**config.mk**
```make
export PLATFORM = sky130hd
export DESIGN_NAME = alu_writeback_stage
export DESIGN_NICKNAME = d
export VERILOG_FILES = /design/src/rtl/alu_writeback_stage.sv
export SDC_FILE = /design/constraint.sdc
export NUM_CORES = 1
export LEC_CHECK = 0
export ABC_CLOCK_PERIOD_IN_PS = 3200
export BUFFER_PORTS_ARGS = -buffer_cell sky130_fd_sc_hd__buf_2
export CORE_UTILIZATION = 40
export CTS_BUF_LIST = sky130_fd_sc_hd__clkbuf_16
export DETAILED_ROUTE_END_ITERATION = 10
export PLACE_DENSITY = 0.69
export SLEW_MARGIN = 20
export SYNTH_ARGS = -nofsm -noshare
export SYNTH_HDL_FRONTEND = slang
export SYNTH_SLANG_ARGS = --single-unit
```
**constraint.sdc**
```tcl
create_clock -name clock -period 3.2 [get_ports clock]
set_input_delay 0.16 -clock clock [delete_from_list [all_inputs] [get_ports clock]]
set_output_delay 0.16 -clock clock [all_outputs]
set_load 0.005 [all_outputs]
```
**src/rtl/alu_writeback_stage.sv**
```systemverilog
// Writeback stage behind the 8-bit ALU: one-deep latch, register file, CCR, branch evaluation.
// Optional WB_FORWARD_EN forwards the pending register write onto the read ports.
module alu_writeback_stage #(
  parameter int unsigned NUM_REGS = 4,
  parameter int unsigned CNT_W    = 16,
  localparam int unsigned AW      = (NUM_REGS > 1) ? $clog2(NUM_REGS) : 1
) (
  input  logic             clock,
  input  logic             reset,
  input  logic             in_valid,
  output logic             in_ready,
  input  logic [7:0]       in_result,
  input  logic [3:0]       in_nzvc,
  input  logic [2:0]       in_alu_sel,
  input  logic [AW-1:0]    in_dest,
  input  logic             in_wr_en,
  input  logic             hold,
  input  logic [AW-1:0]    rd_addr_a,
  input  logic [AW-1:0]    rd_addr_b,
  output logic [7:0]       rd_data_a,
  output logic [7:0]       rd_data_b,
  output logic [3:0]       ccr,
  output logic             flags_valid,
  input  logic [2:0]       br_cond,
  output logic             br_taken,
  output logic [CNT_W-1:0] commit_count
);

  logic             wb_valid_q, wb_valid_d;
  logic [7:0]       wb_result_q;
  logic [3:0]       wb_nzvc_q;
  logic [2:0]       wb_sel_q;
  logic [AW-1:0]    wb_dest_q;
  logic             wb_wr_en_q;
  logic [7:0]       regs_q [NUM_REGS];
  logic [3:0]       ccr_q, ccr_d;
  logic [CNT_W-1:0] commit_count_q;

  logic accept, commit, wb_writes, dest_ok, reg_we;
  logic [7:0] rf_a, rf_b;

  assign in_ready  = ~wb_valid_q | ~hold;
  assign accept    = in_valid & in_ready;
  assign commit    = wb_valid_q & ~hold;
  // Selects 110/111 never touch the register file.
  assign wb_writes = wb_wr_en_q & (wb_sel_q <= 3'd5);
  assign dest_ok   = 32'(wb_dest_q) < NUM_REGS;
  assign reg_we    = commit & wb_writes & dest_ok;

  always_comb begin
    wb_valid_d = wb_valid_q;
    if (accept) begin
      wb_valid_d = 1'b1;
    end else if (commit) begin
      wb_valid_d = 1'b0;
    end
  end

  always_comb begin
    ccr_d = ccr_q;
    if (commit) begin
      case (wb_sel_q)
        3'b000, 3'b001, 3'b100, 3'b101: ccr_d = wb_nzvc_q;
        3'b010, 3'b011:                 ccr_d = {wb_nzvc_q[3:2], ccr_q[1:0]};
        default:                        ccr_d = ccr_q;
      endcase
    end
  end

  always_ff @(posedge clock or posedge reset) begin
    if (reset) begin
      wb_valid_q     <= 1'b0;
      wb_result_q    <= '0;
      wb_nzvc_q      <= '0;
      wb_sel_q       <= '0;
      wb_dest_q      <= '0;
      wb_wr_en_q     <= 1'b0;
      ccr_q          <= '0;
      commit_count_q <= '0;
    end else begin
      wb_valid_q <= wb_valid_d;
      ccr_q      <= ccr_d;
      if (accept) begin
        wb_result_q <= in_result;
        wb_nzvc_q   <= in_nzvc;
        wb_sel_q    <= in_alu_sel;
        wb_dest_q   <= in_dest;
        wb_wr_en_q  <= in_wr_en;
      end
      if (commit) begin
        commit_count_q <= commit_count_q + CNT_W'(1);
      end
    end
  end

  always_ff @(posedge clock or posedge reset) begin
    if (reset) begin
      for (int i = 0; i < int'(NUM_REGS); i++) begin
        regs_q[i] <= 8'h00;
      end
    end else if (reg_we) begin
      regs_q[wb_dest_q] <= wb_result_q;
    end
  end

  assign rf_a = (32'(rd_addr_a) < NUM_REGS) ? regs_q[rd_addr_a] : 8'h00;
  assign rf_b = (32'(rd_addr_b) < NUM_REGS) ? regs_q[rd_addr_b] : 8'h00;

`ifdef WB_FORWARD_EN
  logic fwd_live;
  assign fwd_live  = wb_valid_q & wb_writes;
  assign rd_data_a = (fwd_live && (wb_dest_q == rd_addr_a)) ? wb_result_q : rf_a;
  assign rd_data_b = (fwd_live && (wb_dest_q == rd_addr_b)) ? wb_result_q : rf_b;
`else
  assign rd_data_a = rf_a;
  assign rd_data_b = rf_b;
`endif

  // Branch conditions look only at the committed CCR, never at the latch.
  always_comb begin
    br_taken = 1'b0;
    case (br_cond)
      3'b000: br_taken = 1'b1;
      3'b001: br_taken = ccr_q[2];
      3'b010: br_taken = ~ccr_q[2];
      3'b011: br_taken = ccr_q[0];
      3'b100: br_taken = ~ccr_q[0];
      3'b101: br_taken = ccr_q[3];
      3'b110: br_taken = ccr_q[1];
      3'b111: br_taken = ccr_q[3] ^ ccr_q[1];
      default: br_taken = 1'b0;
    endcase
  end

  assign ccr          = ccr_q;
  assign flags_valid  = ~wb_valid_q;
  assign commit_count = commit_count_q;

endmodule

```
==> results.toml, run 1 <==
[outcome]
status = "completed"

[die]
die_area_mm2 = 0.00840
ios = 68
initial_core_util = 0.414
die_w_um = 91.7
num_rows = 32
die_h_um = 91.7
core_area_mm2 = 0.00777

[sta]
final-hold-violation-count = 0
period_needed_ns = 1.85
slew_viol_final = 0
tns_ns = 0
skew_ns = 0.00816
final-setup-viol-count = 0
period_share = 0.578
tightest_slew_ns = 0.939
max-slew-margin-rel = 0.374
fmax_ghz = 0.541
setup_slack_ns = 1.35
grt_setup_unrepaired = "false"

[routing]
via_per_inst = 5.19
drt_iter0_drc = 78
wl_per_cell_um = 15.9
wirelength_mm = 6.21
firstDrtPassIters = 4
route.detailed.drc = 0
via_count = 2023
drtAntennaViolNets = 0

[global_routing]
antenna_found_initial = 1
grt_pass1_vias = 2048
overflow = 0
grtUsageTotal = 0.164
grt_pass1_wl_mm = 10.3
grt_max_degree = 44

[cts]
root_buffer = "clkbuf_16"
tritoncts = "built"
clock_path_buffers = 2
clock_insertion_delay_worst_skew_ns = 0.33
cts_resized = 0
cts_sinks = 70
cts_buffers = 9
htreeDepth = 3
cts.clk_slew.worst_paths_ns = 0.06

[layout]
final_util = 0.510
seq_area_mm2 = 0.00175
antenna-diode-count = 0
drive_gt1_frac = 0.545
multi_input_area_mm2 = 0.00142
final.fill_count = 725
finalNetCount = 313
area_growth_pct = 23.3
fin_cells = 390

[synthesis]
syn_nets = 240
ys_types = 29
netlist_instances = 210
syn-mean-instance-area_um2 = 15.3
yosys_warnings = 0
netlist_area_mm2 = 0.00322
ys_seq_area_frac = 0.545
synth-seq-cells = 70

[setup_path]
end_kind = "flip-flop"
cp.required_ns = 3.41
crit_arrival_ns = 2.06
crit_type = "reg -> reg"
worst_setup_path_start_kind = "flip-flop"
worstPathMaxFanout = 17

[job]
maxCapViolCount = 0

[hold_path]
hp-class = "in -> reg"

[power_and_ir_drop]
ir_drop_mv = 0.362
leakagePower_nw = 1.85
total_power_mw = 3.24
powerDensity_mw_per_mm2 = 817

[placement]
dpl.hpwl_mm = 4.23
place_ws_ns = 1.31
place.gp.congestion = 0.713
numPortBuffers = 66
dp.cells = 373
[final cells by class]
type / count / share of cell area
sequential: 70 / 0.442
multi-input combinational: 132 / 0.357
timing repair buffer: 68 / 0.0877
clock buffer: 9 / 0.0568
tap: 102 / 0.0322
clock inverter: 7 / 0.0224
inverter: 2 / 0.00189
[registers in the layout, indices dropped and copies added, names as in the netlist]
signal        flops
wb_dest_q         2
wb_valid_q        1
wb_sel_q          2
regs_q           32
commit_count     16
wb_nzvc_q         4
ccr               4
wb_result_q       8
wb_wr_en_q        1
[report_power, final]
part | internal [mW] | total (mW) | switching, mW
clock | 0.676 | 1.05 | 0.371
combinational | 0.515 | 0.772 | 0.257
sequential | 1.17 | 1.42 | 0.246
[final timing paths]
path / startpoint / end / slack, ns / depth (start not counted)
worst max-delay path: wb_valid_q$_DFFE_PP0P_ / wb_result_q[0]$_DFFE_PP0P_ / 1.35 / 3
worst min-delay path: in_valid / wb_valid_q$_DFFE_PP0P_ / 0.03 / 2
worst max register to register: wb_valid_q$_DFFE_PP0P_ / wb_result_q[0]$_DFFE_PP0P_ / 1.35 / 3
worst min register to register: commit_count[15]$_DFFE_PP0P_ / commit_count[15]$_DFFE_PP0P_ / 0.47 / 1
max in group asynchronous: reset / regs_q[26]$_DFFE_PP0P_ / 1.80 / 4
min in group asynchronous: reset / commit_count[4]$_DFFE_PP0P_ / 0.44 / 3
[synth_stat cells, drive strengths merged]
cell	number	area, um2
nand4b	3	56.3
o21ai	1	5.00
nand3b	1	7.51
a21oi	4	31.3
nor3b	1	7.51
nand4	4	40.0
nand3	4	20.0
xnor2	11	96.3
nand2b	2	20.0
nor2	4	15.0
ha	1	12.5
inv	2	7.51
and2	1	6.26
nor3	3	15.0
xor2	5	43.8
mux4	16	360
and4	1	8.76
nand2	14	55.1
and3	3	18.8
mux2	53	597
dfrtp	70	1750
buf	6	40.0
[through the flow]
step / instance area, um2 / hold slack [ns]
after floorplan: 3220 / 0.268
after global placement: 3640 / 0.255
after detailed placement: 3640 / 0.263
after CTS: 3970 / 0.0167
after global routing: 3970 / 0.0342
final: 3970 / 0.0284
[layout by cell type (no fill, tap or decap), drive strengths merged, types with 3 or more instances in the layout]
master / Yosys / final
a21oi: 4 / 4
nand4b: 3 / 3
nand4: 4 / 4
dfrtp: 70 / 70
buf: 6 / 67
clkinv: 0 / 4
nor3: 3 / 3
and3: 3 / 3
xor2: 5 / 5
nor2: 4 / 4
mux4: 16 / 16
mux2: 53 / 53
nand3: 4 / 4
nand2: 14 / 14
xnor2: 11 / 11
clkbuf: 0 / 9
[kinds of logic (layout without fill, tap and decap cells)]
group | after synthesis | count (layout) | share of synthesized area
flops | 70 | 70 | 0.545
mux | 69 | 69 | 0.298
simple gates | 41 | 41 | 0.0841
xor+xnor | 16 | 16 | 0.0436
buf+inv | 8 | 86 | 0.0148
compound gates | 5 | 5 | 0.0113
fa+ha+maj | 1 | 1 | 0.00389
[layer usage]
layer,share of wire,track usage,vias up
li1,-,-,922
met1,0.44,0.206,1031
met2,0.48,0.259,59
met3,0.060,0.0614,9
met4,0.014,0.0595,2
met5,0.0019,0,-
[critical path, stage by stage (launching register included)]
cell,delay (ns)
dfrtp_1,0.44
nand2_1,0.12
and2_1,0.75
mux2_2,0.42
[what timing repair did]
item                                    CTS  global route
buffers inserted                          0             0
hold endpoints to repair                 27             0
endpoints found under the setup margin    0             0
hold buffers                              1             0
Power figures use the tool's default switching activity.
==> inputs of run 2 (changes only) <==
- ABC_CLOCK_PERIOD_IN_PS: 3200 -> 1700
- PLACE_DENSITY: 0.69 -> 0.71
- clock period: 3.2 -> 1.7 ns (I/O delays scaled with it)
==> run 2 against run 1 <==
Worst hold slack got worse by 0.021 ns. Sequential share of layout area decreased by 2.3 points. Utilization increased by 2.8 points. Largest cell class unchanged.
==> results.toml, run 2 (same netlist as run 1, synthesis figures left out) <==
[outcome]
status = "completed"

[setup_path]
critPathMaxStageDelay_ns = 0.45
crit_chain = "nand2b_4, a21oi_4, nand2_2, mux2_2"
crit_arrival_ns = 1.78
endpoint = "regs_q[27]$_DFFE_PP0P_"
r2r_start = "wb_valid_q$_DFFE_PP0P_"
crit_type = "reg -> reg"
cp_slowest_cell = "dfrtp_1"
cp_num_buf_inv = 0
rr_endpoint = "regs_q[27]$_DFFE_PP0P_"
cp.depth = 4
worstPathMaxFanout = 8
r2r_cells = 4
path_delay_family = "flip-flops"
r2r_setup_slack_ns = 0.12
end_kind = "flip-flop"
cp.required_ns = 1.90
worst_setup_path_start_kind = "flip-flop"
cp-startpoint = "wb_valid_q$_DFFE_PP0P_"

[sta]
final-setup-viol-count = 0
slew_viol_final = 0
grt_setup_unrepaired = "false"
tightest_slew_ns = 0.399
final-hold-violation-count = 0
max-slew-margin-rel = 0.732
tns_ns = 0
fmax_ghz = 0.632
period_share = 0.930
skew_ns = 0.00614
period_needed_ns = 1.58
holdWs_ns = 0.00778

[die]
ios = 68
num_rows = 32
die_h_um = 91.7
die_w_um = 91.7
die_area_mm2 = 0.00840
initial_core_util = 0.414
core_area_mm2 = 0.00777

[layout]
largest_reg_flops = 32
final_common_cell = "dfrtp_1"
antenna-diode-count = 0
mostFrequentLayoutCells = "70 x dfrtp_1, 66 x buf_2, 53 x mux2_2, 16 x mux4_2, 16 x dlygate4sd3_1"
area_growth_pct = 30.0
largest_register = "regs_q"
finalNetCount = 333
final_util = 0.538
drive_gt1_frac = 0.526
final.fill_count = 682

[routing]
drt_iter0_drc = 87
firstDrtPassIters = 4
via_per_inst = 5.10
route.detailed.drc = 0
drtAntennaViolNets = 0
wirelength_mm = 6.56
wl_per_cell_um = 16.0
via_count = 2093

[placement]
place.gp.congestion = 0.715
dpl.hpwl_mm = 4.46
numPortBuffers = 66

[global_routing]
grtUsageTotal = 0.174
grt_pass1_wl_mm = 11.1
grt_max_degree = 71
overflow = 0
grt_pass1_vias = 2203
antenna_found_initial = 0

[cts]
cts_resized = 0
htreeDepth = 3
cts_setup_buffers = 0
cts_buffers = 9
clock_insertion_delay_worst_skew_ns = 0.32
root_buffer = "clkbuf_16"
cts_hold_buf = 16
cts_sinks = 70
clock_path_buffers = 2
cts.clk_slew.worst_paths_ns = 0.06
tritoncts = "built"

[hold_path]
hp-class = "in -> reg"

[power_and_ir_drop]
leakagePower_nw = 1.94
ir_drop_mv = 0.760
powerDensity_mw_per_mm2 = 1480
total_power_mw = 6.17

[job]
maxCapViolCount = 0
run 2: cell types whose count changed in the layout (fill, tap and decap cells not counted):
cell,previous run,this run
dlygate4sd3_1,1,16
buf_4,1,4
buf_12,0,2
clkinvlp_4,1,2
inv_2,1,0
run 2: how the worst min path moves through the flow:
stage | from | end | depth (start not counted)
2_1_floorplan | in_valid | wb_valid_q$_DFFE_PP0P_ | 1
3_3_place_gp | reset | wb_result_q[5]$_DFFE_PP0P_ | 3
3_5_place_dp | reset | wb_result_q[5]$_DFFE_PP0P_ | 3
4_1_cts | in_result[2] | wb_result_q[2]$_DFFE_PP0P_ | 2
5_1_grt | in_result[4] | wb_result_q[4]$_DFFE_PP0P_ | 2
6_report | in_result[4] | wb_result_q[4]$_DFFE_PP0P_ | 2
run 2: report_power, final:
group / switching (mW) / internal (mW) / leakage [nW] / total [mW]
Sequential: 0.437 / 2.21 / 0.863 / 2.65
Clock: 0.665 / 1.27 / 0.150 / 1.94
Combinational: 0.548 / 1.04 / 0.926 / 1.59
run 2: worst reg2reg max path, stage by stage, from the launching register on:
cell and delay, ns:
dfrtp_1 0.45, nand2b_4 0.10, a21oi_4 0.31, nand2_2 0.26, mux2_2 0.34
run 2: routing by layer:
layer  GRT usage  vias up  share of wire
li1            -      962              -
met1       0.217     1069           0.44
met2       0.298       58           0.50
met3      0.0556        4          0.048
met4      0.0370        0         0.0067
met5           0        -              0
run 2: cell type report:
class | instances | area (um2) | share of cell area
multi-input combinational | 132 | 1420 | 0.339
sequential | 70 | 1750 | 0.419
clock buffer | 9 | 225 | 0.0539
timing repair buffer | 88 | 561 | 0.134
inverter | 2 | 11.3 | 0.00269
tap | 102 | 128 | 0.0305
clock inverter | 7 | 88.8 | 0.0212
run 2: through the flow:
stage	area [um2]	cells	setup slack, ns
6_report	4180	410	0.119
5_1_grt	4180	410	0.0263
2_1_floorplan	3220	210	0.313
4_1_cts	4180	410	0.0830
3_5_place_dp	3710	378	0.0964
3_3_place_gp	3710	378	0.132
==> inputs of run 3 (changes only) <==
- ABC_AREA: default -> 1
==> run 3 against run 2 <==
Setup slack improved by 0.20 ns. Non-clock buffer count decreased by 14. Clock power shrank 8%. Cell area is 0.84% lower. Highest routed layer unchanged. Clock skew is 0.0012 ns higher. Sequential share of layout area rose by 0.35 points. Critical path depth increased by 2. Die area grew 5.1%.
==> results.toml, run 3 <==
[setup_path]
crit_type = "reg -> reg"
rr_endpoint = "regs_q[20]$_DFFE_PP0P_"
cp_num_buf_inv = 0
r2r_start = "wb_sel_q[1]$_DFFE_PP0P_"
r2r_setup_slack_ns = 0.32
critPathMaxStageDelay_ns = 0.38
end_kind = "flip-flop"
crit_path_frequent_cell = "nand2_1"
worstPathMaxFanout = 16
crit_arrival_ns = 1.59
cp.required_ns = 1.91
path_delay_family = "simple AND/OR/NAND/NOR gates"
cp_slowest_cell = "dfrtp_1"
crit_chain = "nand2_1, nand2_1, nor2_8, nand3_4, nand2_1, o21ai_2"
r2r_cells = 6
worst_setup_path_start_kind = "flip-flop"

[synthesis]
yosys_warnings = 0
synth_simple_gate_area_frac = 0.199
synth_compound_area_frac = 0.171
yosys.area.top_type = "dfrtp_1"
synth_mux_area_frac = 0.0166
netlist_area_mm2 = 0.00338
synthXorXnorAreaFrac = 0.0285
syn-mean-instance-area_um2 = 8.75
async_flop_share = 1.00
yosysMostFrequentCell = "nand2_1"
synth_top_family_by_area = "simple AND/OR/NAND/NOR gates"
synth_edf_count = 0
netlist_instances = 387
synth-seq-cells = 70
synth_ff_type = "dfrtp_1"
ys_top_cells_by_count = "72 x nand2_1, 70 x dfrtp_1, 58 x nor2_1, 37 x o21ai_0, 36 x inv_1"
synth_fa_ha_area_frac = 0.00370
yosys-top-cells-area = "dfrtp_1 52%, nand2_1 8.0%, nor2_1 6.4%"
ys_types = 27
ys_seq_area_frac = 0.518
yosys.area.top_type_share = 0.518
syn_nets = 417

[power_and_ir_drop]
p_comb_frac = 0.234
ir_drop_mv = 0.861
p_sw_mw = 1.80
p_seq_frac = 0.454
leakagePower_nw = 2.10
powerDensity_mw_per_mm2 = 1380
clockPowerShare = 0.312
power_switching_share = 0.314
p_int_mw = 3.94

[sta]
max-slew-margin-rel = 0.672
skew_ns = 0.00736
setup_slack_ns = 0.317
fmax_ghz = 0.723
period_share = 0.813
tightest_slew_ns = 0.492
slew_viol_final = 0
period_needed_ns = 1.38
final-hold-violation-count = 0
grt_setup_unrepaired = "false"
tns_ns = 0
final-setup-viol-count = 0

[global_routing]
grt_pass1_wl_mm = 12.5
grt_pass1_vias = 2622
grtUsageTotal = 0.183
overflow = 0
antenna_found_initial = 0
grt_max_degree = 71

[cts]
cts.clk_slew.worst_paths_ns = 0.06
clock_path_buffers = 2
root_buffer = "clkbuf_16"
htreeDepth = 3
cts_setup_buffers = 0
tritoncts = "built"
cts_resized = 0
clock_insertion_delay_worst_skew_ns = 0.32
cts_sinks = 70
cts_buffers = 9
cts_hold_buf = 5

[layout]
drive_gt1_frac = 0.236
largest_register = "regs_q"
antenna-diode-count = 0
final_common_cell = "nand2_1"
largest_reg_flops = 32
area_growth_pct = 22.5
mostFrequentLayoutCells = "72 x nand2_1, 70 x dfrtp_1, 66 x buf_2, 58 x nor2_1, 37 x o21ai_0"
finalNetCount = 491
final_util = 0.505

[routing]
via_count = 2883
drt_iter0_drc = 181
drtAntennaViolNets = 0
wl_per_cell_um = 13.1
wirelength_mm = 7.46
route.detailed.drc = 0
firstDrtPassIters = 5
via_per_inst = 5.05

[die]
die_area_mm2 = 0.00883
die_w_um = 94.0
ios = 68
initial_core_util = 0.412
die_h_um = 94.0
core_area_mm2 = 0.00822
num_rows = 33

[outcome]
status = "completed"

[hold_path]
min_to = "wb_result_q[7]$_DFFE_PP0P_"
min_from = "in_result[7]"
whs_path_depth = 3
hp-class = "in -> reg"

[placement]
numPortBuffers = 66
place_ws_ns = 0.325
place.gp.congestion = 0.874
dpl.hpwl_mm = 5.15

[job]
maxCapViolCount = 0
run 3: cell types whose count changed in the layout (fill, tap and decap cells not counted), sizes merged, moves of 11 or more:
| cell | change |
|---|---|
| dlygate4sd3 | -11 |
| inv | +35 |
| mux2 | -48 |
| mux4 | -16 |
| nand2 | +59 |
| nor2 | +56 |
| o21ai | +68 |
| o22ai | +17 |
run 3: metrics by stage:
stage               power, mW  hold slack [ns]  cells  area [um2]
global placement         3.88            0.210    550        3800
finish                   5.74           0.0103    571        4150
global route             6.15          0.00968    571        4150
floorplan                3.45            0.235    387        3390
CTS                      5.81          0.00370    571        4150
detailed placement       3.97            0.218    550        3800
run 3: worst max path at each step:
| stage | startpoint | endpoint | slack (ns) | depth (start not counted) |
|---|---|---|---|---|
| after floorplan | wb_sel_q[1]$_DFFE_PP0P_ | regs_q[16]$_DFFE_PP0P_ | 0.46 | 7 |
| after global placement | wb_sel_q[1]$_DFFE_PP0P_ | regs_q[20]$_DFFE_PP0P_ | 0.35 | 6 |
| after detailed placement | wb_sel_q[1]$_DFFE_PP0P_ | regs_q[18]$_DFFE_PP0P_ | 0.32 | 6 |
| after CTS | wb_sel_q[1]$_DFFE_PP0P_ | regs_q[18]$_DFFE_PP0P_ | 0.31 | 6 |
| after global routing | commit_count[1]$_DFFE_PP0P_ | commit_count[14]$_DFFE_PP0P_ | 0.17 | 6 |
| final | wb_sel_q[1]$_DFFE_PP0P_ | regs_q[20]$_DFFE_PP0P_ | 0.32 | 6 |
run 3: cells by family (layout without fill, tap and decap cells):
kind of cell    after synthesis  after routing
fa+ha+maj                     1              1
mux                           5              5
simple gates                152            152
compound gates              101            101
flops                        70             70
xor+xnor                     11             11
buf+inv                      47            126
run 3: final cells by class:
cell class,instances,area [um2]
clock buffers,9,225
well taps,105,131
repair buffers,74,415
clock inverters,7,66.3
flip-flops and latches,70,1750
fillers,775,4070
multi-input cells,270,1420
inverters,36,139
run 3: power groups by stage:
stage / Clock, mW / Combinational [mW] / Sequential (mW)
after floorplan: 0 / 0.933 / 2.51
after detailed placement: 0 / 1.35 / 2.62
final: 1.79 / 1.34 / 2.61
after global routing: 1.93 / 1.55 / 2.67
after global placement: 0 / 1.29 / 2.59
after CTS: 1.84 / 1.36 / 2.60
run 3: tightest hold or removal path, stage by stage:
cell and delay [ns]:
buf_2 0.07, nor2_1 0.03, a21oi_1 0.10
run 3: layer usage:
layer / global-route usage / part of all wire / vias to the layer above
li1: - / - / 1427
met1: 0.233 / 0.44 / 1340
met2: 0.309 / 0.49 / 108
met3: 0.0437 / 0.062 / 8
met4: 0.0538 / 0.0078 / 0
met5: 0 / 0 / -
